## config.mk

```make
export PLATFORM = sky130hd
export DESIGN_NAME = trend_predictor_table
export DESIGN_NICKNAME = d
export VERILOG_FILES = /design/src/rtl/trend_predictor_table.sv
export SDC_FILE = /design/constraint.sdc
export NUM_CORES = 1
export LEC_CHECK = 0
export ABC_AREA = 1
export CAP_MARGIN = 0
export CORE_ASPECT_RATIO = 0.5
export CORE_MARGIN = 1.5
export CORE_UTILIZATION = 45
export DETAILED_ROUTE_END_ITERATION = 6
export PLACE_DENSITY_LB_ADDON = 0.12
export SLEW_MARGIN = 20
export SYNTH_ARGS = -nofsm -noshare
export SYNTH_HDL_FRONTEND = slang
export SYNTH_SLANG_ARGS = --single-unit
```

## constraint.sdc

```tcl
create_clock -name clk -period 9.9 [get_ports clk]
set_input_delay 1.98 -clock clk [delete_from_list [all_inputs] [get_ports clk]]
set_output_delay 1.98 -clock clk [all_outputs]
set_load 0.005 [all_outputs]
```

## src/rtl/trend_predictor_table.sv

```systemverilog
// trend_predictor_table
//   Branch-direction predictor table. Each of 2^INDEX_WIDTH entries holds a
//   signed saturating trend counter and the last resolved direction. When
//   consecutive outcomes agree the counter moves by 2 instead of 1. A global
//   saturating statistics counter tracks prediction quality and gates use of
//   the predictor through use_prediction.
//
//   After reset the table is cleared by a sweep of DEPTH cycles (INIT). Once
//   the sweep finishes, ready rises and lookups and updates are accepted.
//
// Ports
//   clk             clock, all state on rising edge
//   rst_n           synchronous active-low reset
//   ready           table initialised
//   pred_valid      lookup request
//   pred_index      lookup entry
//   pred_resp_valid response valid, one cycle after an accepted request
//   pred_taken      predicted direction (counter >= 0)
//   pred_confident  counter magnitude at or above CONF_THRESHOLD
//   upd_valid       resolved-branch update
//   upd_index       entry to update
//   upd_taken       actual direction
//   upd_mispredict  prediction used for this branch was wrong
//   stat_count      statistics counter
//   stat_of         one-cycle pulse on statistics overflow
//   use_prediction  stat_count >= STAT_THRESHOLD (registered)
module trend_predictor_table #(
    parameter int INDEX_WIDTH        = 6,
    parameter int CNT_WIDTH          = 3,
    parameter int CONF_THRESHOLD     = 2,
    parameter int STAT_COUNTER_WIDTH = 5,
    parameter int STAT_THRESHOLD     = 8
) (
    input  logic                          clk,
    input  logic                          rst_n,
    output logic                          ready,
    input  logic                          pred_valid,
    input  logic [INDEX_WIDTH-1:0]        pred_index,
    output logic                          pred_resp_valid,
    output logic                          pred_taken,
    output logic                          pred_confident,
    input  logic                          upd_valid,
    input  logic [INDEX_WIDTH-1:0]        upd_index,
    input  logic                          upd_taken,
    input  logic                          upd_mispredict,
    output logic [STAT_COUNTER_WIDTH-1:0] stat_count,
    output logic                          stat_of,
    output logic                          use_prediction
);

    localparam int DEPTH = 1 << INDEX_WIDTH;

    typedef logic signed [CNT_WIDTH-1:0] cnt_t;
    // One bit wider than the counter so add/sub cannot wrap before clamping.
    typedef logic signed [CNT_WIDTH:0]   wide_t;

    localparam wide_t CNT_MAX_W  = wide_t'((1 << (CNT_WIDTH - 1)) - 1);
    localparam wide_t CNT_MIN_W  = -wide_t'(1 << (CNT_WIDTH - 1));
    localparam wide_t CONF_POS_W = wide_t'(CONF_THRESHOLD);
    localparam wide_t CONF_NEG_W = -CONF_POS_W - wide_t'(1'b1);

    localparam logic [INDEX_WIDTH-1:0]        LAST_PTR     = {INDEX_WIDTH{1'b1}};
    localparam logic [STAT_COUNTER_WIDTH-1:0] STAT_MAX     = {STAT_COUNTER_WIDTH{1'b1}};
    localparam logic [STAT_COUNTER_WIDTH-1:0] STAT_HALF    = {1'b1, {(STAT_COUNTER_WIDTH-1){1'b0}}};
    localparam logic [STAT_COUNTER_WIDTH-1:0] STAT_PENALTY = STAT_COUNTER_WIDTH'(3);
    localparam logic [STAT_COUNTER_WIDTH-1:0] STAT_ONE     = STAT_COUNTER_WIDTH'(1);
    localparam logic [STAT_COUNTER_WIDTH-1:0] STAT_THR     = STAT_COUNTER_WIDTH'(STAT_THRESHOLD);

    typedef enum logic [0:0] {
        ST_INIT = 1'b0,
        ST_RUN  = 1'b1
    } state_t;

    // Next trend counter: step 2 when the outcome repeats the last direction,
    // computed one bit wider and clamped to the signed counter range.
    function automatic cnt_t next_cnt(input cnt_t cnt, input logic dir, input logic taken);
        wide_t ext;
        wide_t step;
        wide_t sum;
        ext  = wide_t'(cnt);
        step = (taken == dir) ? wide_t'(2'd2) : wide_t'(2'd1);
        if (taken) begin
            sum = ext + step;
            if (sum > CNT_MAX_W) begin
                sum = CNT_MAX_W;
            end else begin
                sum = sum;
            end
        end else begin
            sum = ext - step;
            if (sum < CNT_MIN_W) begin
                sum = CNT_MIN_W;
            end else begin
                sum = sum;
            end
        end
        return cnt_t'(sum);
    endfunction

    // Confidence: counter at or beyond the threshold in either direction.
    function automatic logic is_confident(input cnt_t cnt);
        wide_t ext;
        ext = wide_t'(cnt);
        return (ext >= CONF_POS_W) || (ext <= CONF_NEG_W);
    endfunction

    state_t                          state_r;
    state_t                          state_next_s;
    logic [INDEX_WIDTH-1:0]          ptr_r;
    cnt_t                            cnt_mem_r [DEPTH];
    logic                            dir_mem_r [DEPTH];

    logic                            ready_r;
    logic                            resp_valid_r;
    logic                            resp_taken_r;
    logic                            resp_conf_r;
    logic [STAT_COUNTER_WIDTH-1:0]   stat_r;
    logic                            stat_of_r;
    logic                            use_pred_r;

    logic                            run_s;
    logic                            upd_fire_s;
    logic                            pred_fire_s;
    cnt_t                            upd_cnt_s;
    cnt_t                            look_cnt_s;
    logic [STAT_COUNTER_WIDTH-1:0]   stat_next_s;
    logic                            stat_of_next_s;

    assign run_s       = (state_r == ST_RUN);
    assign upd_fire_s  = upd_valid && run_s;
    assign pred_fire_s = pred_valid && run_s;

    // FSM next state: sweep until the last entry is cleared, then run.
    always_comb begin
        state_next_s = state_r;
        case (state_r)
            ST_INIT: begin
                if (ptr_r == LAST_PTR) begin
                    state_next_s = ST_RUN;
                end else begin
                    state_next_s = ST_INIT;
                end
            end
            ST_RUN: begin
                state_next_s = ST_RUN;
            end
            default: begin
                state_next_s = ST_INIT;
            end
        endcase
    end

    // Updated entry value and lookup value with same-index bypass.
    always_comb begin
        upd_cnt_s  = next_cnt(cnt_mem_r[upd_index], dir_mem_r[upd_index], upd_taken);
        look_cnt_s = cnt_mem_r[pred_index];
        if (upd_fire_s && (upd_index == pred_index)) begin
            look_cnt_s = upd_cnt_s;
        end else begin
            look_cnt_s = cnt_mem_r[pred_index];
        end
    end

    // Statistics next value: +1 on correct (wrapping into the upper half with
    // an overflow pulse), -3 floored at zero on mispredict.
    always_comb begin
        stat_next_s    = stat_r;
        stat_of_next_s = 1'b0;
        if (upd_fire_s) begin
            if (upd_mispredict) begin
                if (stat_r < STAT_PENALTY) begin
                    stat_next_s = {STAT_COUNTER_WIDTH{1'b0}};
                end else begin
                    stat_next_s = stat_r - STAT_PENALTY;
                end
            end else if (stat_r == STAT_MAX) begin
                stat_next_s    = STAT_HALF;
                stat_of_next_s = 1'b1;
            end else begin
                stat_next_s = stat_r + STAT_ONE;
            end
        end else begin
            stat_next_s = stat_r;
        end
    end

    // Control, response and statistics registers.
    always_ff @(posedge clk) begin
        if (!rst_n) begin
            state_r      <= ST_INIT;
            ptr_r        <= {INDEX_WIDTH{1'b0}};
            ready_r      <= 1'b0;
            resp_valid_r <= 1'b0;
            resp_taken_r <= 1'b0;
            resp_conf_r  <= 1'b0;
            stat_r       <= {STAT_COUNTER_WIDTH{1'b0}};
            stat_of_r    <= 1'b0;
            use_pred_r   <= 1'b0;
        end else begin
            state_r      <= state_next_s;
            ready_r      <= (state_next_s == ST_RUN);
            if (state_r == ST_INIT) begin
                ptr_r <= ptr_r + 1'b1;
            end
            resp_valid_r <= pred_fire_s;
            if (pred_fire_s) begin
                resp_taken_r <= ~look_cnt_s[CNT_WIDTH-1];
                resp_conf_r  <= is_confident(look_cnt_s);
            end
            stat_r       <= stat_next_s;
            stat_of_r    <= stat_of_next_s;
            use_pred_r   <= (stat_next_s >= STAT_THR);
        end
    end

    // Table storage: cleared entry by entry during INIT, trained in RUN.
    always_ff @(posedge clk) begin
        if (state_r == ST_INIT) begin
            cnt_mem_r[ptr_r] <= {CNT_WIDTH{1'b0}};
            dir_mem_r[ptr_r] <= 1'b0;
        end else if (upd_fire_s) begin
            cnt_mem_r[upd_index] <= upd_cnt_s;
            dir_mem_r[upd_index] <= upd_taken;
        end
    end

    assign ready           = ready_r;
    assign pred_resp_valid = resp_valid_r;
    assign pred_taken      = resp_taken_r;
    assign pred_confident  = resp_conf_r;
    assign stat_count      = stat_r;
    assign stat_of         = stat_of_r;
    assign use_prediction  = use_pred_r;

endmodule

```

==> results.toml <==
[status]
run_status = "finished, final reports clean"

[floorplan]
initial_core_util_pct = 46.4
fp.dieW_um = 243
number_of_standard_cell_rows_in_the_floorplan = 43
die_height_um = 123
fp.coreArea_mm2 = 0.0280
top_level_ports = 29
floorplan.die_area_mm2 = 0.0300

[yosys]
avgSynthCellArea_um2 = 9.75
synth.distinct_cells = 36
synth_area_leader_cell = "sky130_fd_sc_hd__edfxtp_1"
post-synth-top-area-fraction_pct = 59.1
postSynth.asyncResetShare_pct = 0
synth.top_cells.by_area = "sky130_fd_sc_hd__edfxtp_1 59%, sky130_fd_sc_hd__nand2_1 9.8%, sky130_fd_sc_hd__nand3_1 5.2%"
synthesis.instances = 1334
post_synth_instance_area_mm2 = 0.0130
synth_warnings = 0
number_of_storage_elements_in_the_synthesis_netlist = 273
synthTopCellsByCount = "341 x sky130_fd_sc_hd__nand2_1, 256 x sky130_fd_sc_hd__edfxtp_1, 167 x sky130_fd_sc_hd__nor2_1"
synth.net_count = 1359
yosys.cell_count.top_type = "sky130_fd_sc_hd__nand2_1"
yosys_most_used_dff = "sky130_fd_sc_hd__edfxtp_1"
synth-edff-count = 256
synth_sequential_area_ratio_pct = 61.7

[global_routing]
global_route_wire_length_before_repair_mm = 59.5
vias_in_the_first_global_route = 9742
grt_antenna_before_repair = 1
grt_overflow = 0
grt_usage_pct = 26.3
grt_start_max_net_pins = 91

[power_and_ir_drop]
sw_frac_of_total_pct = 23.7
power_density_mw_per_mm2 = 178
seq_power_share_pct = 48.7
total_power_mw = 2.57
cellLeakagePower_nw = 5.35
cell_internal_pwr_mw = 1.96
power_switching_mw = 0.609
worst_ir_drop_vdd_v = 0.000113
combPwrFrac_pct = 8.5
power.clock.fraction_pct = 42.8

[layout]
final_cell_count_no_fill = 1726
multi_input_comb_area_mm2 = 0.00441
fill_cells = 2501
sequential_area_mm2 = 0.00803
post_route_cells_drive_above_1_share_pct = 5.88
area_growth_pct = 10.9
design.final.nets = 1349

[worst_setup_path]
end_kind = "flop"
critical_path.max_fanout = 55
cp.required_ns = 10.21
r2r_start = "ready"
cp-start-kind = "input pin"
worstSetupPathType = "input pin to flop"
cp.arrival_ns = 6.88
cp-startpoint = "upd_index[0]"

[timing]
final-max-slew-violation-count = 0
setup_slack_ns = 3.33
finalSetupTns_ns = 0
transition_time_at_the_pin_with_the_least_slew_margin_ns = 1.06
slew-limit-headroom_pct = 29.1
setup-violations-final = 0
min_period_over_period_pct = 66.4
final-hold-violation-count = 0
clock.fmax_ghz = 0.152
maximum_clock_skew_at_final_layout_ns = 0.0141
grt_setup_unrepaired = "no"
min_period_ns = 6.57

[place]
buffers_added_on_ports = 28
globalplace.congestion = 0.899
pre_cts_slack_ns = 2.77
dp.cells = 1678
dp.final_hpwl_mm = 24.1

[clock_tree]
ctsRootBufferMaster = "sky130_fd_sc_hd__clkbuf_16"
htree_num_levels = 1
tritoncts.num_buffers = 26
cts_tree = "done"
numClockSinks = 273
postCtsSetupBuffers = 0
cts-root-to-sink-buffers = 3
cts.repair.resized = 0
worst_skew_pair.late_latency_ns = 0.55
hold_buffers = 0
cts.reportedPaths.clkPinSlew_ns = 0.06

[detailed_routing]
post_drt_wl_per_cell_um = 22.7
drt-pass1-iter-count = 5
routed-via-count = 10300
dr.first_iter.drc_count = 1397
antenna_nets_post_route = 0
post_drt_via_cell_ratio = 5.96
drc_errors = 0
wirelength_mm = 39.1

[hold_path]
timing.hold.worst.class = "flop to flop"
hold_crit_start = "ptr_r[5]"

[run]
max_cap_violations = 0
worst paths after layout:
| kind | endpoint | slack (ns) | depth (start not counted) |
|---|---|---|---|
| worst max-delay path | cnt_mem_r[12][0] | 3.33 | 18 |
| worst min-delay path | ready | 0.50 | 2 |
| worst max register to register | cnt_mem_r[19][1] | 5.78 | 7 |
| worst min register to register | ready | 0.50 | 2 |
metal layers:
metal / global-route usage, % / wire [µm] / up-vias
li1: - / - / 4696
met5: 0 / 0 / -
met3: 6.16 / 3960 / 91
met4: 9.16 / 1260 / 0
met1: 37.7 / 17400 / 4969
met2: 39.5 / 16500 / 536
cells by family (layout without fill, tap and decap cells):
group | Yosys count | count (layout) | share of synthesized area (%)
and+or+nand+nor | 675 | 675 | 21.5
DFF | 273 | 273 | 61.7
AOI/OAI and AO/OA | 242 | 242 | 11.1
buffers and inverters | 133 | 142 | 4.69
adders and majority gates | 7 | 7 | 0.731
xor gates and xnor gates | 3 | 3 | 0.202
muxes | 1 | 1 | 0.0770
other | 0 | 1 | 0
worst max-delay path: stages:
cell and delay [ns]:
sky130_fd_sc_hd__buf_4 0.40, sky130_fd_sc_hd__clkinv_2 0.60, sky130_fd_sc_hd__buf_4 0.54, sky130_fd_sc_hd__o21ai_0 0.24, sky130_fd_sc_hd__o22ai_1 0.09, sky130_fd_sc_hd__o21ai_0 0.29
sky130_fd_sc_hd__o221ai_1 0.20, sky130_fd_sc_hd__nand3_1 0.15, sky130_fd_sc_hd__nand2_1 0.08, sky130_fd_sc_hd__inv_1 0.07, sky130_fd_sc_hd__ha_1 0.13, sky130_fd_sc_hd__inv_1 0.05
sky130_fd_sc_hd__fa_1 0.40, sky130_fd_sc_hd__nand3_1 0.12, sky130_fd_sc_hd__nand2_1 0.06, sky130_fd_sc_hd__nor3_1 0.27, sky130_fd_sc_hd__a2bb2oi_4 0.62, sky130_fd_sc_hd__buf_4 0.50
power by group through the flow:
stage                     logic, mW  registers [mW]  clock network, mW
after detailed placement      0.213            1.28                  0
after CTS                     0.214            1.25               1.11
after global routing          0.237            1.25               1.15
final                         0.220            1.25               1.10
after floorplan               0.142            1.28                  0
after global placement        0.212            1.28                  0
metrics by stage:
step / instance area, µm² / utilization (%) / hold WS, ns
finish: 14400 / 51.5 / 0.501
global route: 14400 / 51.5 / 0.535
CTS: 14400 / 51.5 / 0.505
detailed placement: 13500 / 48.2 / 0.490
global placement: 13500 / 48.2 / 0.490
floorplan: 13000 / - / 0.457
placed cells by master, fill, tap and decap left out, drive strengths merged:
cell type / synthesis / final
buf: 53 / 19
fa: 1 / 1
clkinvlp: 0 / 1
o221ai: 9 / 9
clkbuf: 29 / 31
o21ai: 102 / 102
nand3b: 2 / 2
o211ai: 7 / 7
inv: 47 / 47
ha: 6 / 6
nor3: 8 / 8
a21boi: 1 / 1
bufinv: 0 / 6
diode: 0 / 1
o22ai: 32 / 32
nor2: 167 / 167
nand3: 138 / 138
mux2i: 1 / 1
nand4: 8 / 8
a22oi: 1 / 1
a32o: 16 / 16
a2bb2oi: 1 / 1
clkinv: 4 / 13
nor4: 4 / 4
nand2: 346 / 346
a211oi: 1 / 1
dfxtp: 17 / 17
clkdlybuf4s50: 0 / 25
xor2: 3 / 3
a221oi: 14 / 14
edfxtp: 256 / 256
or2: 2 / 2
a21oi: 58 / 58
flip-flops by register name (all words and copies together) (netlist names):
signal and flops:
cnt_mem_r 192, dir_mem_r 64, pred_confident 1, pred_resp_valid 1
pred_taken 1, ptr_r 6, ready 1, stat_count 5
stat_of 1, use_prediction 1
cell type report:
type                            count  area share, %
Sequential cell                   273           55.7
Multi-Input combinational cell    928           30.6
Clock buffer                       31           4.79
Tap cell                          382           3.31
Timing Repair Buffer               44           2.69
Clock inverter                     16           1.61
Inverter                           51           1.34
Antenna cell                        1         0.0173
Power figures use the tool's default switching activity.
